`config.mk`:
```
export PLATFORM = sky130hd
export DESIGN_NAME = led_count_ctrl_flat
export DESIGN_NICKNAME = d
export VERILOG_FILES = /design/src/rtl/led_count_ctrl_if.sv /design/src/rtl/led_count_ctrl.sv /design/src/flat_wrapper.sv
export SDC_FILE = /design/constraint.sdc
export NUM_CORES = 1
export LEC_CHECK = 0
export ABC_AREA = 1
export CAP_MARGIN = 5
export CORE_AREA = 2 2 71 73
export DETAILED_ROUTE_END_ITERATION = 12
export DIE_AREA = 0 0 73 75
export PLACE_DENSITY = 0.7
export SLEW_MARGIN = 20
export SYNTH_ARGS = -nofsm -noshare
export SYNTH_HDL_FRONTEND = slang
export SYNTH_SLANG_ARGS = --single-unit
```
`constraint.sdc`:
```
create_clock -name clock_50MHZ -period 2.75 [get_ports clock_50MHZ]
set_input_delay 0.275 -clock clock_50MHZ [delete_from_list [all_inputs] [get_ports clock_50MHZ]]
set_output_delay 0.275 -clock clock_50MHZ [all_outputs]
set_load 0.02 [all_outputs]
```
`src/rtl/led_count_ctrl_if.sv`:
```
// led_count_ctrl_if: control inputs and display outputs of the LED counter.
// Latency: none, wiring only.
// Backpressure: none; outputs are plain levels and pulses.
interface led_count_ctrl_if;
   logic       tick_in;
   logic       pause;
   logic       clear;
   logic       up_down;
   logic [6:0] count_bin;
   logic [7:0] leds;
   logic [6:0] hex0;
   logic [6:0] hex1;
   logic       wrap;

   // Driver side: supplies tick/pause/clear/direction, observes the display.
   modport master (
      output tick_in, pause, clear, up_down,
      input  count_bin, leds, hex0, hex1, wrap
   );

   // Counter side.
   modport slave (
      input  tick_in, pause, clear, up_down,
      output count_bin, leds, hex0, hex1, wrap
   );
endinterface

```
`src/rtl/led_count_ctrl.sv`:
```
// led_count_ctrl: two-digit BCD counter stepped by rising edges of a slow tick; drives LEDs and two active-low 7-seg digits.
// Latency: a tick_in rising edge first sampled at edge N updates every output at edge N+3; pause/clear act at the next edge.
// Backpressure: none; steps arriving with pause or clear are dropped. Down-counting is compiled only when LED_COUNT_DOWN_EN is defined.
module led_count_ctrl #(
   parameter int MAX_COUNT = 99
) (
   input  logic            clock_50MHZ,
   input  logic            reset_n,
   led_count_ctrl_if.slave bus
);
   localparam logic [3:0] MAX_ONES = 4'(MAX_COUNT % 10);
   localparam logic [3:0] MAX_TENS = 4'(MAX_COUNT / 10);

   logic       r_sync1;
   logic       r_sync2;
   logic       r_prev;
   logic [2:0] r_vld;
   logic       r_step;
   logic [3:0] r_ones;
   logic [3:0] r_tens;
   logic [6:0] r_count_bin;
   logic [6:0] r_hex0;
   logic [6:0] r_hex1;
   logic       r_wrap;
   logic       r_pause_q;

   logic       w_edge;
   logic       w_count_up;
   logic       w_at_max;
   logic [3:0] w_ones_nxt;
   logic [3:0] w_tens_nxt;
   logic       w_wrap_nxt;

   // Active-low segment pattern {g,f,e,d,c,b,a}; non-decimal nibbles blank the digit.
   function automatic logic [6:0] seg7(input logic [3:0] d);
      logic [6:0] s;
      case (d)
         4'd0:    s = 7'h40;
         4'd1:    s = 7'h79;
         4'd2:    s = 7'h24;
         4'd3:    s = 7'h30;
         4'd4:    s = 7'h19;
         4'd5:    s = 7'h12;
         4'd6:    s = 7'h02;
         4'd7:    s = 7'h78;
         4'd8:    s = 7'h00;
         4'd9:    s = 7'h10;
         default: s = 7'h7F;
      endcase
      return s;
   endfunction

`ifdef LED_COUNT_DOWN_EN
   logic w_at_zero;
   assign w_count_up = bus.up_down;
   assign w_at_zero  = (r_ones == 4'd0) && (r_tens == 4'd0);
`else
   logic w_unused_up_down;
   assign w_count_up       = 1'b1;
   assign w_unused_up_down = bus.up_down;
`endif

   // Synchronise tick_in and keep one history flop; r_vld tracks which stages hold post-reset samples.
   always_ff @(posedge clock_50MHZ or negedge reset_n) begin
      if (!reset_n) begin
         r_sync1 <= 1'b0;
         r_sync2 <= 1'b0;
         r_prev  <= 1'b0;
         r_vld   <= 3'b000;
      end else begin
         r_sync1 <= bus.tick_in;
         r_sync2 <= r_sync1;
         r_prev  <= r_sync2;
         r_vld   <= {r_vld[1:0], 1'b1};
      end
   end

   // An edge needs a genuinely sampled low in r_prev, so a tick already high at reset release never counts.
   assign w_edge = r_sync2 & ~r_prev & r_vld[2];

   // Register the edge pulse; the counter consumes it one cycle later, giving the three-edge input latency.
   always_ff @(posedge clock_50MHZ or negedge reset_n) begin
      if (!reset_n) begin
         r_step <= 1'b0;
      end else begin
         r_step <= w_edge;
      end
   end

   assign w_at_max = (r_ones == MAX_ONES) && (r_tens == MAX_TENS);

   // Next count: clear beats pause beats step; wrap flags a real roll-over only.
   always_comb begin
      w_ones_nxt = r_ones;
      w_tens_nxt = r_tens;
      w_wrap_nxt = 1'b0;
      if (bus.clear) begin
         w_ones_nxt = 4'd0;
         w_tens_nxt = 4'd0;
      end else if (!bus.pause && r_step) begin
         if (w_count_up) begin
            if (w_at_max) begin
               w_ones_nxt = 4'd0;
               w_tens_nxt = 4'd0;
               w_wrap_nxt = 1'b1;
            end else if (r_ones == 4'd9) begin
               w_ones_nxt = 4'd0;
               w_tens_nxt = r_tens + 4'd1;
            end else begin
               w_ones_nxt = r_ones + 4'd1;
            end
         end
`ifdef LED_COUNT_DOWN_EN
         else begin
            if (w_at_zero) begin
               w_ones_nxt = MAX_ONES;
               w_tens_nxt = MAX_TENS;
               w_wrap_nxt = 1'b1;
            end else if (r_ones == 4'd0) begin
               w_ones_nxt = 4'd9;
               w_tens_nxt = r_tens - 4'd1;
            end else begin
               w_ones_nxt = r_ones - 4'd1;
            end
         end
`endif
      end
   end

   // Count digits and every display output update together from the next-count value.
   always_ff @(posedge clock_50MHZ or negedge reset_n) begin
      if (!reset_n) begin
         r_ones      <= 4'd0;
         r_tens      <= 4'd0;
         r_count_bin <= 7'd0;
         r_hex0      <= 7'h40;
         r_hex1      <= 7'h40;
         r_wrap      <= 1'b0;
         r_pause_q   <= 1'b0;
      end else begin
         r_ones      <= w_ones_nxt;
         r_tens      <= w_tens_nxt;
         r_count_bin <= 7'(w_tens_nxt) * 7'd10 + 7'(w_ones_nxt);
         r_hex0      <= seg7(w_ones_nxt);
         r_hex1      <= seg7(w_tens_nxt);
         r_wrap      <= w_wrap_nxt;
         r_pause_q   <= bus.pause;
      end
   end

   assign bus.count_bin = r_count_bin;
   assign bus.leds      = {r_pause_q, r_count_bin};
   assign bus.hex0      = r_hex0;
   assign bus.hex1      = r_hex1;
   assign bus.wrap      = r_wrap;
endmodule

```
`src/flat_wrapper.sv`:
```
// flat-port wrapper written by rule: the top's interface ports become plain ports
module led_count_ctrl_flat 
#(
   parameter int MAX_COUNT = 99
)
  (clock_50MHZ, reset_n, bus_tick_in, bus_pause, bus_clear, bus_up_down, bus_count_bin, bus_leds, bus_hex0, bus_hex1, bus_wrap);
  led_count_ctrl_if bus_i ();
  input  logic clock_50MHZ;
  input  logic reset_n;
  input wire logic [$bits(bus_i.tick_in)-1:0] bus_tick_in;
  input wire logic [$bits(bus_i.pause)-1:0] bus_pause;
  input wire logic [$bits(bus_i.clear)-1:0] bus_clear;
  input wire logic [$bits(bus_i.up_down)-1:0] bus_up_down;
  output wire logic [$bits(bus_i.count_bin)-1:0] bus_count_bin;
  output wire logic [$bits(bus_i.leds)-1:0] bus_leds;
  output wire logic [$bits(bus_i.hex0)-1:0] bus_hex0;
  output wire logic [$bits(bus_i.hex1)-1:0] bus_hex1;
  output wire logic [$bits(bus_i.wrap)-1:0] bus_wrap;
  assign bus_i.tick_in = bus_tick_in;
  assign bus_i.pause = bus_pause;
  assign bus_i.clear = bus_clear;
  assign bus_i.up_down = bus_up_down;
  assign bus_count_bin = bus_i.count_bin;
  assign bus_leds = bus_i.leds;
  assign bus_hex0 = bus_i.hex0;
  assign bus_hex1 = bus_i.hex1;
  assign bus_wrap = bus_i.wrap;
  led_count_ctrl #(.MAX_COUNT(MAX_COUNT)) u_core (.clock_50MHZ(clock_50MHZ), .reset_n(reset_n), .bus(bus_i));
endmodule
```
# Yosys cells after proc, flatten, opt, wreduce, memory -nomap -nowiden
# Memory sizes are Yosys's and may differ from the RTL's. A register that Yosys moved wholly into a read port is not among the register bits.
# Index checks and enable logic that the tools add are counted.
# totals
regBits,24
romBits,224
inputBits,6
out_inout_bits,30
word_cells,37
mem_count,2
# op_classes
n_addsub,3
n_mul,1
n_eq_ne,2
mux,11
n_bitwise,3
reduce_logical,5
# mem_list
name,depth,word_bits,rd,rd_clocked_by_memory_dff,write_ports,line_no,text
(no name shown),16,7,1,1,0,led_count_ctrl.sv:37,case (d)
(no name shown),16,7,1,1,0,led_count_ctrl.sv:37,
# ops
cell,n
$mux 4,8
$add 4x1->4 const B,2
$eq 4x4->1 const B,2
$add 7x4->7,1
$mul 4x3->6 const B,1
$logic_not 1->1,3
$mux 1,3
$and 1x1->1,2
$logic_and 1x1->1,2
$not 1->1,1

# Logic depth before layout (Yosys ltp)
# logic_depth
word_depth,7
ltp_mapped,21
depth_no_buf,21

# Worst setup path before layout
# OpenSTA, ideal clock, no wires.
# synth_path
path_type,flip-flop to flip-flop
from,reg u_core.r_ones[1]
to,reg u_core.r_count_bin[6] (netlist: u_core.bus.count_bin[6])
arrival_ns,2.732
setup_slack_ns,-0.095
stages_incl_launch_ff,20
n_path_buf,0
cell_sequence,dfrtp_1 -> inv_1 -> ha_1 -> nand2_1 -> nor2_2 -> nand3_1 -> nand3_1 -> inv_2 -> nor2_4 -> ha_1 -> ha_1 -> inv_1 -> fa_1 -> nor2_1 -> nand3_1 -> a21o_1 -> nand2_1 -> nand2_1 -> nand2_1 -> inv_1
# synth_between
elab_chain_len,7
# synth_lines
element,line_no,text
from (decl),led_count_ctrl.sv:19,logic [3:0] r_ones;
from (signal assigned),led_count_ctrl.sv:141,r_ones <= w_ones_nxt;
$eq 4x4->1 (*),"led_count_ctrl.sv:90, led_count_ctrl.sv:106",
$mux 4 / $logic_and 1x1->1 (equally long branches),"led_count_ctrl.sv:106, led_count_ctrl.sv:90",
$mux 4 (*),led_count_ctrl.sv:102,if (w_at_max) begin
$mux 4 (*),led_count_ctrl.sv:100,end else if (!bus.pause && r_step) begin
$mux 4 (*),led_count_ctrl.sv:97,if (bus.clear) begin
net u_core.w_tens_nxt[3],led_count_ctrl.sv:31,logic [3:0] w_tens_nxt;
$mul 4x3->6 (*),led_count_ctrl.sv:143,r_count_bin <= 7'(w_tens_nxt) * 7'd10 + 7'(w_ones_nxt);
$add 7x4->7 (*),led_count_ctrl.sv:143,
to (signal assigned),led_count_ctrl.sv:143,
to (decl),led_count_ctrl.sv:21,logic [6:0] r_count_bin;
# Mark *: on every way through the listed nets, which the timed path passes. The rest lies on a longest branch.

# Worst setup path after layout
# Ends and elaborated chain as after synthesis.

==> impl_metrics.csv <==
group,metric,value,unit
cts,htree_num_levels,2,
routing,post-route-drc-count,0,
hold_path,min-delay-path-class,"in2async",
global_route,grt.total_usage,16.4,%
run_status,failed_checks,"setup timing",
finish,areaGrowthSynthToFinish,36.3,%
timing,layout_setup_ws,-0.0981,ns
routing,detailedRoute.firstIterationViolations,47,
routing,wl_met1,1.79,mm
run,max-cap-violations,0,
timing,fin_crit_sh,104,%
routing,viasPerCell,4.63,
placement,placedInstanceArea,2610,sq um
pwr,peakVddDrop,0.301,mV
floorplanning,die_w,73,um
worst_setup_path,cp_data_arrival_time,3.03,ns
timing,final_period_minus_worst_setup_slack,2.85,ns
timing,rsz_0062_raised_after_global_routing,"true",
routing,met3RoutedLength,146,um
worst_setup_path,critPathSlowestCell,"sky130_fd_sc_hd__fa_1",
cts,postCtsHoldBufs,0,
worst_setup_path,critical_path.cell_chain,"inv_1 -> ha_2 -> nand2_2 -> nor2_4 -> nand2_2 -> nand2_2 -> nand3_2 -> inv_2 -> nor2_4 -> ha_4 -> ha_4 -> inv_2 -> fa_1 -> nor2_2 -> nand3_2 -> a21o_1 -> nand2_1 -> nand2_1 -> nand2_1 -> inv_1",
worst_setup_path,startpoint_type,"flop",
run_status,run_status,"complete, but fails checks",
cts,clk-insertion-delay-late,0.29,ns
floorplanning,floorplan.die.height,75,um
logic_synthesis,synthesis.nets,256,
routing,wl,3.84,mm
floorplanning,initial_utilization,43.7,%
floorplanning,core_area,4660,sq um
logic_synthesis,yosysTopAreaCellShare,43.0,%
timing,sum_of_negative_setup_slack,-0.0981,ns
logic_synthesis,synth_area,2040,sq um
floorplanning,rows,25,
logic_synthesis,ys_seq_elements,37,
timing,whs,0.0707,ns
cts,cell_at_the_root_of_the_clock_tree,"sky130_fd_sc_hd__clkbuf_8",
finish,design_area,2770,sq um
routing,vias,1579,
global_route,grt_pass1_vias,1576,
routing,routed-wl-met2,1.88,mm
logic_synthesis,netlist_top_cells_area,"sky130_fd_sc_hd__dfrtp_1 43%, sky130_fd_sc_hd__ha_1 12%, sky130_fd_sc_hd__nand2_1 12%, sky130_fd_sc_hd__inv_1 5.3%, sky130_fd_sc_hd__nand3_1 4.9%",
logic_synthesis,synth_sequential_area_ratio,45.6,%
finish,share_of_cells_above_drive_strength_1,26.1,%
cts,worst_setup_hold_path_clk_slew,0.08,ns
cts,cts-buffers-inserted,5,
timing,relSlewSlack,46.3,%
placement,place.gp.congestion,0.755,
pwr,finalPower,0.00112,W
placement,hpwlAfterDp,2.91,mm
global_route,pin_count_of_the_biggest_net_entering_global_routing,38,
logic_synthesis,avgSynthCellArea,8.93,sq um
floorplanning,die_area,5480,sq um
global_route,grt_overflow,0,
timing,worstMarginPinSlew,0.806,ns
finish,final_nets,314,
worst_setup_path,setup.worst_path.end_class,"flop",
logic_synthesis,synth_cell_type_count,28,
routing,drtAntennaViolNets,0,
placement,detailedPlace.worstSlack,-0.267,ns
timing,clock_tree_skew_after_final_layout,0.00769,ns
cts,cts_sinks,37,
worst_setup_path,delay_of_the_slowest_cell_on_the_worst_path,0.49,ns
routing,detailedRoute.firstPassIterationCount,4,
worst_setup_path,cp-startpoint,"u_core.r_ones[1]",
timing,finalSetupViolations,1,
logic_synthesis,cell_type_with_the_highest_aggregate_area_in_the_netlist,"sky130_fd_sc_hd__dfrtp_1",
finish,antenna_cells_inserted,0,
finish,final_cell_mix,"61 x sky130_fd_sc_hd__nand2_1, 35 x sky130_fd_sc_hd__dfrtp_1, 33 x sky130_fd_sc_hd__clkdlybuf4s50_1",
cts,cts-root-to-sink-buffers,2,
floorplanning,i_o_pin_count,36,
routing,average_wire_per_standard_cell,11.2,um
worst_setup_path,cp_max_fo,6,
logic_synthesis,syn_inst_count,228,
timing,final-hold-violation-count,0,
pwr,areal_power_density_over_the_cells,404,nW/um^2
worst_setup_path,rr_startpoint,"u_core.r_ones[1]",
cts,clock_tree_from_tritoncts,"done",
finish,most_frequent_standard_cell_in_the_layout_excluding_fill_and_tap_cells,"sky130_fd_sc_hd__nand2_1",
routing,top_layer_used,"met4",
timing,final_max_slew_viols,0,
pwr,leakage,1.43,nW
worst_setup_path,cp.required,2.93,ns
global_route,grt_pass1_wl,6.89,mm
placement,io_buffers,34,
worst_setup_path,r2r_setup_slack,-0.1,ns
worst_setup_path,type_of_the_worst_setup_path,"reg2reg",
logic_synthesis,yosys_warnings,0,
global_route,antenna_found_initial,0,
timing,fmax,0.351,GHz
-- cells by family (layout without fill, tap and decap cells) --
group | after synthesis | in the layout | share of synthesized area, %
AOI/OAI and AO/OA | 8 | 8 | 2.83
xor gates and xnor gates | 3 | 3 | 1.29
adders and majority gates | 22 | 22 | 14.3
buffers and inverters | 44 | 103 | 9.96
DFF | 37 | 37 | 45.6
other | 1 | 1 | 0.184
and+or+nand+nor | 113 | 113 | 25.9
-- registers in the layout, indices dropped and copies added (netlist names) --
name,count
u_core.r_ones,4
u_core.r_step,1
u_core.r_tens,4
u_core.r_pause_q,1
u_core.r_sync1,1
u_core.bus.hex1,7
u_core.r_sync2,1
u_core.bus.count_bin,6
u_core.bus.wrap,1
u_core.bus.hex0,7
u_core.r_vld,3
u_core.r_prev,1
-- critical path: cells and delay by family (launching register included) --
kind	cells	cell delay [ns]
AO/OA/AOI/OAI	1	0.18
AND/OR/NAND/NOR	11	0.93
flip-flops	1	0.38
buffers and inverters	4	0.20
adder cells (fa/ha/maj)	4	1.05
-- cells in the mapped netlist --
master / instances
sky130_fd_sc_hd__nand3_1: 20
sky130_fd_sc_hd__a21o_1: 1
sky130_fd_sc_hd__nor2_4: 2
sky130_fd_sc_hd__conb_1: 1
sky130_fd_sc_hd__o21ai_0: 1
sky130_fd_sc_hd__inv_1: 29
sky130_fd_sc_hd__xor2_1: 1
sky130_fd_sc_hd__or2_1: 1
sky130_fd_sc_hd__a21oi_1: 1
sky130_fd_sc_hd__nor2_2: 6
sky130_fd_sc_hd__o21bai_1: 1
sky130_fd_sc_hd__nor2_1: 8
sky130_fd_sc_hd__a21oi_4: 1
sky130_fd_sc_hd__nand4_1: 1
sky130_fd_sc_hd__dfstp_2: 2
sky130_fd_sc_hd__nand3b_1: 2
sky130_fd_sc_hd__nand2_1: 65
sky130_fd_sc_hd__nand3_2: 4
sky130_fd_sc_hd__buf_4: 10
sky130_fd_sc_hd__dfrtp_1: 35
sky130_fd_sc_hd__ha_1: 20
sky130_fd_sc_hd__inv_2: 5
sky130_fd_sc_hd__fa_1: 2
sky130_fd_sc_hd__xnor2_1: 2
sky130_fd_sc_hd__o22ai_1: 1
sky130_fd_sc_hd__nand2_2: 3
sky130_fd_sc_hd__o21ai_1: 2
sky130_fd_sc_hd__or2_2: 1
-- report_power, final --
| group | switching [W] | total, W | internal [W] |
|---|---|---|---|
| logic | 0.0000515 | 0.0000895 | 0.0000380 |
| clock network | 0.000197 | 0.000469 | 0.000272 |
| registers | 0.00000451 | 0.000561 | 0.000557 |
-- layout make-up --
| cell class | count | area (sq um) |
|---|---|---|
| Fill cell | 386 | 1890 |
| Multi-Input combinational cell | 147 | 997 |
| Sequential cell | 37 | 928 |
| Timing Repair Buffer | 61 | 542 |
| Inverter | 34 | 128 |
| Clock buffer | 6 | 72.6 |
| Tap cell | 54 | 67.6 |
| Clock inverter | 2 | 38.8 |
-- routing by layer --
layer	up-vias	track usage, %
li1	809	-
met1	734	20.9
met2	34	27.1
met3	2	3.48
met4	0	6.79
met5	-	0
-- what timing repair did --
item,in CTS,in global routing
resized for setup,2,7
pin swaps,8,7
endpoints found under the hold margin,0,0
buffers inserted,0,1
setup endpoints to repair,1,1
-- path summary, 6_finish.rpt --
check / endpoint / cells after the start
setup / recovery: u_core.bus.count_bin[6] / 20
hold / removal: u_core.bus.hex0[2] / 1
setup reg to reg: u_core.bus.count_bin[6] / 20
hold reg to reg: u_core.r_vld[2] / 0
max in group asynchronous: u_core.bus.hex1[1] / 1
min in group clock_50MHZ: u_core.r_vld[2] / 0
-- per-stage QoR --
stage | cells | utilization, %
5_1_grt | 341 | 59.5
4_1_cts | 340 | 58.7
2_1_floorplan | 228 | -
6_report | 341 | 59.5
3_5_place_dp | 332 | 56.1
3_3_place_gp | 332 | 56.1
Power figures use the tool's default switching activity.
